===== config.mk =====
export PLATFORM = sky130hd
export DESIGN_NAME = tl_line_initiator
export DESIGN_NICKNAME = d
export VERILOG_FILES = /design/src/rtl/tl_pkg.sv /design/src/rtl/tl_line_buf.sv /design/src/rtl/tl_line_initiator.sv
export SDC_FILE = /design/constraint.sdc
export NUM_CORES = 1
export LEC_CHECK = 0
export CORE_AREA = 2 2 517 519
export CTS_CLUSTER_DIAMETER = 200
export DETAILED_ROUTE_END_ITERATION = 8
export DIE_AREA = 0 0 519 521
export GPL_TIMING_DRIVEN = 0
export PLACE_DENSITY = 0.3
export SLEW_MARGIN = 40
export SYNTH_ARGS = -nofsm -noshare
export SYNTH_HDL_FRONTEND = slang
export SYNTH_SLANG_ARGS = --single-unit

===== constraint.sdc =====
create_clock -name clk -period 10.8 [get_ports clk]
set_input_delay 3.24 -clock clk [delete_from_list [all_inputs] [get_ports clk]]
set_output_delay 3.24 -clock clk [all_outputs]
set_load 0.005 [all_outputs]

===== src/rtl/tl_pkg.sv =====
// Shared TileLink constants and the initiator state encoding.
package tl_pkg;
  localparam int BEAT_W        = 64;
  localparam int BEATS         = 8;
  localparam int LINE_SIZE_LG2 = 6;

  localparam logic [2:0] TL_GET             = 3'd4;
  localparam logic [2:0] TL_PUT_FULL        = 3'd0;
  localparam logic [2:0] TL_ACCESS_ACK      = 3'd0;
  localparam logic [2:0] TL_ACCESS_ACK_DATA = 3'd1;

  typedef enum logic [2:0] {
    S_IDLE,
    S_GET_REQ,
    S_GET_RESP,
    S_PUT_DATA,
    S_PUT_ACK,
    S_RESP
  } tl_state_e;
endpackage


===== src/rtl/tl_line_buf.sv =====
// One cache line held as 8 beat registers: bulk load, beat write, beat read, flat view.
module tl_line_buf
  import tl_pkg::*;
#(
  parameter int DATA_W = BEAT_W
) (
  input  logic                    clk,
  input  logic                    rst,
  input  logic                    load_i,
  input  logic [BEATS*DATA_W-1:0] line_i,
  input  logic                    wr_en_i,
  input  logic [2:0]              wr_idx_i,
  input  logic [DATA_W-1:0]       wr_data_i,
  input  logic [2:0]              rd_idx_i,
  output logic [DATA_W-1:0]       rd_data_o,
  output logic [BEATS*DATA_W-1:0] line_o
);
  logic [DATA_W-1:0] mem_q [BEATS];

  always_ff @(posedge clk) begin
    if (rst) begin
      for (int k = 0; k < BEATS; k++) mem_q[k] <= '0;
    end else if (load_i) begin
      for (int k = 0; k < BEATS; k++) mem_q[k] <= line_i[k*DATA_W +: DATA_W];
    end else if (wr_en_i) begin
      mem_q[wr_idx_i] <= wr_data_i;
    end
  end

  assign rd_data_o = mem_q[rd_idx_i];

  for (genvar k = 0; k < BEATS; k++) begin : g_flat
    assign line_o[k*DATA_W +: DATA_W] = mem_q[k];
  end
endmodule


===== src/rtl/tl_line_initiator.sv =====
// TL-UH initiator moving one 64-byte line per client request (Get + 8 beats, or 8 Puts + ack).
module tl_line_initiator
  import tl_pkg::*;
#(
  parameter int         DATA_W    = BEAT_W,
  parameter int         ADDR_W    = 64,
  parameter logic [3:0] SOURCE_ID = 4'd0
) (
  input  logic                    clk,
  input  logic                    rst,
  input  logic                    req_valid,
  output logic                    req_ready,
  input  logic                    req_write,
  input  logic [ADDR_W-1:0]       req_addr,
  input  logic [BEATS*DATA_W-1:0] req_wdata,
  output logic                    resp_valid,
  input  logic                    resp_ready,
  output logic                    resp_write,
  output logic [BEATS*DATA_W-1:0] resp_rdata,
  output logic                    resp_error,
  output logic [2:0]              a_opcode,
  output logic [2:0]              a_param,
  output logic [2:0]              a_size,
  output logic [3:0]              a_source,
  output logic [ADDR_W-1:0]       a_address,
  output logic [7:0]              a_mask,
  output logic [DATA_W-1:0]       a_data,
  output logic                    a_valid,
  input  logic                    a_ready,
  input  logic [2:0]              d_opcode,
  input  logic [1:0]              d_param,
  input  logic [2:0]              d_size,
  input  logic [3:0]              d_source,
  input  logic [1:0]              d_sink,
  input  logic                    d_denied,
  input  logic [DATA_W-1:0]       d_data,
  input  logic                    d_corrupt,
  input  logic                    d_valid,
  output logic                    d_ready,
  output tl_state_e               dbg_state
);
  // Every channel (req, resp, A, D) transfers on a posedge where valid && ready;
  // a raised valid and its payload stay unchanged until that transfer happens.
  tl_state_e             state_q, state_d;
  logic [2:0]            beat_cnt_q, beat_cnt_d;
  logic [ADDR_W-1:0]     addr_q, addr_d;
  logic                  write_q, write_d, err_q, err_d;
  logic                  a_valid_q, a_valid_d, d_ready_q, d_ready_d;
  logic                  resp_valid_q, resp_valid_d;
  logic [2:0]            a_opcode_q, a_opcode_d, a_size_q, a_size_d;
  logic [7:0]            a_mask_q, a_mask_d;
  logic [DATA_W-1:0]     a_data_q, a_data_d, buf_rd;
  logic                  buf_load, buf_wr;
  logic [BEATS*DATA_W-1:0] buf_line_in, buf_line;
  logic                  d_flag_err;
  logic                  unused_inputs;

  assign unused_inputs = ^{d_param, d_size, d_sink, req_addr[LINE_SIZE_LG2-1:0]};
  assign d_flag_err    = (d_source != SOURCE_ID) || d_denied || d_corrupt;

  tl_line_buf #(.DATA_W(DATA_W)) u_buf (
    .clk       (clk),
    .rst       (rst),
    .load_i    (buf_load),
    .line_i    (buf_line_in),
    .wr_en_i   (buf_wr),
    .wr_idx_i  (beat_cnt_q),
    .wr_data_i (d_data),
    .rd_idx_i  (beat_cnt_q + 3'd1),
    .rd_data_o (buf_rd),
    .line_o    (buf_line)
  );

  always_comb begin
    state_d      = state_q;
    beat_cnt_d   = beat_cnt_q;
    addr_d       = addr_q;
    write_d      = write_q;
    err_d        = err_q;
    a_valid_d    = a_valid_q;
    a_opcode_d   = a_opcode_q;
    a_size_d     = a_size_q;
    a_mask_d     = a_mask_q;
    a_data_d     = a_data_q;
    d_ready_d    = d_ready_q;
    resp_valid_d = resp_valid_q;
    buf_load     = 1'b0;
    buf_line_in  = '0;
    buf_wr       = 1'b0;
    unique case (state_q)
      S_IDLE: begin
        if (req_valid) begin
          addr_d      = {req_addr[ADDR_W-1:LINE_SIZE_LG2], {LINE_SIZE_LG2{1'b0}}};
          write_d     = req_write;
          err_d       = 1'b0;
          beat_cnt_d  = 3'd0;
          a_valid_d   = 1'b1;
          a_size_d    = 3'(LINE_SIZE_LG2);
          a_mask_d    = 8'hFF;
          buf_load    = 1'b1;
          // Reads start from a cleared buffer so unfilled slots never leak old data.
          buf_line_in = req_write ? req_wdata : '0;
          if (req_write) begin
            a_opcode_d = TL_PUT_FULL;
            a_data_d   = req_wdata[DATA_W-1:0];
            state_d    = S_PUT_DATA;
          end else begin
            a_opcode_d = TL_GET;
            a_data_d   = '0;
            state_d    = S_GET_REQ;
          end
        end
      end
      S_GET_REQ: begin
        if (a_ready) begin
          a_valid_d = 1'b0;
          d_ready_d = 1'b1;
          state_d   = S_GET_RESP;
        end
      end
      S_GET_RESP: begin
        if (d_valid) begin
          buf_wr     = 1'b1;
          err_d      = err_q || d_flag_err || (d_opcode != TL_ACCESS_ACK_DATA);
          beat_cnt_d = beat_cnt_q + 3'd1;
          if (beat_cnt_q == 3'd7) begin
            d_ready_d    = 1'b0;
            resp_valid_d = 1'b1;
            state_d      = S_RESP;
          end
        end
      end
      S_PUT_DATA: begin
        if (a_ready) begin
          beat_cnt_d = beat_cnt_q + 3'd1;
          if (beat_cnt_q != 3'd7) begin
            a_data_d = buf_rd;
          end else begin
            a_valid_d = 1'b0;
            a_data_d  = '0;
            d_ready_d = 1'b1;
            // Write completions report an all-zero line.
            buf_load  = 1'b1;
            state_d   = S_PUT_ACK;
          end
        end
      end
      S_PUT_ACK: begin
        if (d_valid) begin
          err_d        = err_q || d_flag_err || (d_opcode != TL_ACCESS_ACK);
          d_ready_d    = 1'b0;
          resp_valid_d = 1'b1;
          state_d      = S_RESP;
        end
      end
      S_RESP: begin
        if (resp_ready) begin
          resp_valid_d = 1'b0;
          state_d      = S_IDLE;
        end
      end
      default: state_d = S_IDLE;
    endcase
  end

  always_ff @(posedge clk) begin
    if (rst) begin
      state_q      <= S_IDLE;
      beat_cnt_q   <= 3'd0;
      addr_q       <= '0;
      write_q      <= 1'b0;
      err_q        <= 1'b0;
      a_valid_q    <= 1'b0;
      a_opcode_q   <= 3'd0;
      a_size_q     <= 3'd0;
      a_mask_q     <= 8'd0;
      a_data_q     <= '0;
      d_ready_q    <= 1'b0;
      resp_valid_q <= 1'b0;
    end else begin
      state_q      <= state_d;
      beat_cnt_q   <= beat_cnt_d;
      addr_q       <= addr_d;
      write_q      <= write_d;
      err_q        <= err_d;
      a_valid_q    <= a_valid_d;
      a_opcode_q   <= a_opcode_d;
      a_size_q     <= a_size_d;
      a_mask_q     <= a_mask_d;
      a_data_q     <= a_data_d;
      d_ready_q    <= d_ready_d;
      resp_valid_q <= resp_valid_d;
    end
  end

  assign req_ready  = (state_q == S_IDLE);
  assign resp_valid = resp_valid_q;
  assign resp_write = write_q;
  assign resp_error = err_q;
  assign resp_rdata = buf_line;
  assign a_opcode   = a_opcode_q;
  assign a_param    = 3'd0;
  assign a_size     = a_size_q;
  assign a_source   = SOURCE_ID;
  assign a_address  = addr_q;
  assign a_mask     = a_mask_q;
  assign a_data     = a_data_q;
  assign a_valid    = a_valid_q;
  assign d_ready    = d_ready_q;
  assign dbg_state  = state_q;
endmodule


==> out/results.txt <==
status -> finished, final reports clean
Max-slew headroom -> 0.366
wirelength, routed -> 314 mm
fin crit share -> 0.528
number of synthesized register bits -> 647
required arrival time at the worst endpoint -> 7.56 ns
Worst-Skew Late Latency -> 0.75 ns
total CTS buffers -> 96
IO Count -> 1333
die area -> 270000 um^2
# port buffers -> 1237
placed cells -> 7017
Post-DRT Antenna Nets -> 0
Startpoint Class -> register
R2R setup slack -> 7.37 ns
grt met1 use -> 0.276
Layout fillers -> 28900
Final min period -> 5.70 ns
hold path start -> a_address[42]
share of cells above drive strength 1 -> 0.164
DPL Wire Length -> 256 mm
fmax -> 175 MHz
Core Box Area -> 264000 um^2
Netlist cell types -> 48
HP Class -> register to register
post-CTS sizing -> 0
GR Util met3 -> 0.0757
synth warn -> 0
CP Class -> register to output pin
max cap viols -> 0
final max-slew violation count -> 0
Post-Syn Area per Cell -> 14.2 um^2
placement row count -> 189
final net count -> 4248
area growth from synthesis to layout -> 69.7%
LEAKAGE -> 17.5 nW
Finished Layout Cells -> 7231
clk root buf -> clkbuf_16
most instantiated cells after synthesis -> a32o_1 (512), edfxtp_1 (512), nand2_1 (185)
top post-synthesis cells by area -> edfxtp_1 (50%), a32o_1 (17%), mux4_2 (9.4%)
Iteration-0 DRC Markers -> 2846
Worst-Margin Slew -> 0.950 ns
beginning of the critical path -> dbg_state[2]
CTS clk-pin slew, worst paths -> 0.06 ns
# H-tree levels -> 3
Peak VDD IR -> 0.110 mV
Cell Pwr Density -> 220 nW/um^2
DIE WIDTH -> 519 um
DIE HEIGHT -> 521 um
endpoint type of the worst setup path -> output pin
CTS tree -> built
GRT Max-Usage Layer -> met2
vias in the first global route -> 30600
gr usage total -> 0.224
final hold violations -> 0
routed len/inst -> 43.4 um
RSZ-0062 raised after global routing -> no
met2 Use GR -> 0.375
Via density -> 4.23
drc violations -> 0
largest net degree at the start of global routing -> 14
TritonCTS Sinks -> 647
endpoints failing setup -> 0
Worst Path Max Fanout -> 10
total number of vias -> 30600
Synth area leader -> edfxtp_1
Clock Tree Buf Depth -> 3
Fin Clk Skew -> 0.0344 ns
Synth Flop Type -> edfxtp_1
Worst Path Arrival -> 2.46 ns
async set-reset flop share out of synthesis -> 0
Post-synth EDFFs -> 512
Initial DRT Pass Iterations -> 5
area share of the largest cell type after synthesis -> 0.501
Post-CTS Hold Fix Bufs -> 0
R2R Path Start -> beat_cnt_q[1]
grt total ovfl -> 0
Starting Density -> 0.116
synthesized area -> 30700 um^2
first-pass GRT wire length -> 387 mm
Worst Slack Setup Final -> 5.10 ns
cell count after synthesis -> 2161
dpl ws -> 4.47 ns
post-CTS setup buffer count -> 0
sequential area share after synthesis -> 0.589
Placer Congestion -> 0.835
initial antenna violation count -> 136
==> report_power, final <==
part,total [mW],switching (mW),internal [mW]
clock network,3.21,1.40,1.81
registers,3.97,0.575,3.39
logic,4.29,2.50,1.78
==> critical path, stage by stage, from the launching register on <==
cell and delay (ns):
dfxtp_1 0.47, buf_2 0.27, clkbuf_1 0.35, nor3_1 0.10
clkdlybuf4s50_1 0.54
==> through the flow <==
step	hold WS, ns	utilization	power [mW]	setup TNS, ns	area (um^2)
after floorplan	0.450	-	4.88	0	30800
after global placement	0.436	0.180	8.37	-3552.26	47600
after detailed placement	0.444	0.185	8.36	0	49000
after CTS	0.454	0.197	11.7	0	52000
after global routing	0.474	0.197	11.9	0	52000
final	0.452	0.197	11.5	0	52100
==> registers in the layout (all words and copies together), names as in the netlist <==
register / flops
a_valid: 1
d_ready: 1
beat_cnt_q: 3
u_buf.mem_q: 512
resp_error: 1
a_opcode: 1
dbg_state: 3
a_address: 58
a_mask: 1
resp_write: 1
a_data: 64
resp_valid: 1
==> cell usage in the layout, fill, tap and decap left out, types with 64 or more instances in the layout <==
cell                n
a21oi_1            68
a22oi_1            64
a32o_1            512
buf_2             125
buf_4              71
clkbuf_1           66
clkbuf_16          99
clkdlybuf4s50_1  1237
dfxtp_1           135
edfxtp_1          512
mux4_2            128
nand2_1           185
nand2b_1           68
nand3_1            67
==> final timing paths <==
kind                   endpoint  depth (start not counted)
setup / recovery      req_ready                          4
hold / removal    a_address[42]                          2
setup reg to reg      a_data[3]                          7
hold reg to reg   a_address[42]                          2
==> cell type report <==
| cell class | instances | area [um^2] | share of cell area |
|---|---|---|---|
| Clock inverter | 36 | 302 | 0.00579 |
| Clock buffer | 140 | 2710 | 0.0521 |
| Inverter | 3 | 11.3 | 0.000216 |
| Sequential cell | 647 | 18100 | 0.347 |
| Multi-Input combinational cell | 1182 | 10900 | 0.210 |
| Timing Repair Buffer | 1309 | 13600 | 0.262 |
| Antenna cell | 37 | 92.6 | 0.00178 |
| Buffer | 344 | 1890 | 0.0363 |
| Tap cell | 3533 | 4420 | 0.0849 |
==> routing by layer <==
layer  share of wire  wire [um]
met5         0.00099        310
met4           0.021       6480
met3           0.090      28300
met1            0.41     129000
met2            0.48     150000
==> cell families (layout without fill, tap and decap cells) <==
| group | after synthesis | in the layout | synth area share |
|---|---|---|---|
| compound gates | 671 | 671 | 0.200 |
| flops | 647 | 647 | 0.589 |
| simple gates | 362 | 362 | 0.0564 |
| buf+inv | 347 | 1832 | 0.0594 |
| mux | 130 | 130 | 0.0945 |
| fa+ha+maj | 2 | 2 | 0.000815 |
| other cells | 1 | 53 | 0.000122 |
| xor+xnor | 1 | 1 | 0.000285 |
Note: power is estimated with default switching activity, not from simulation.
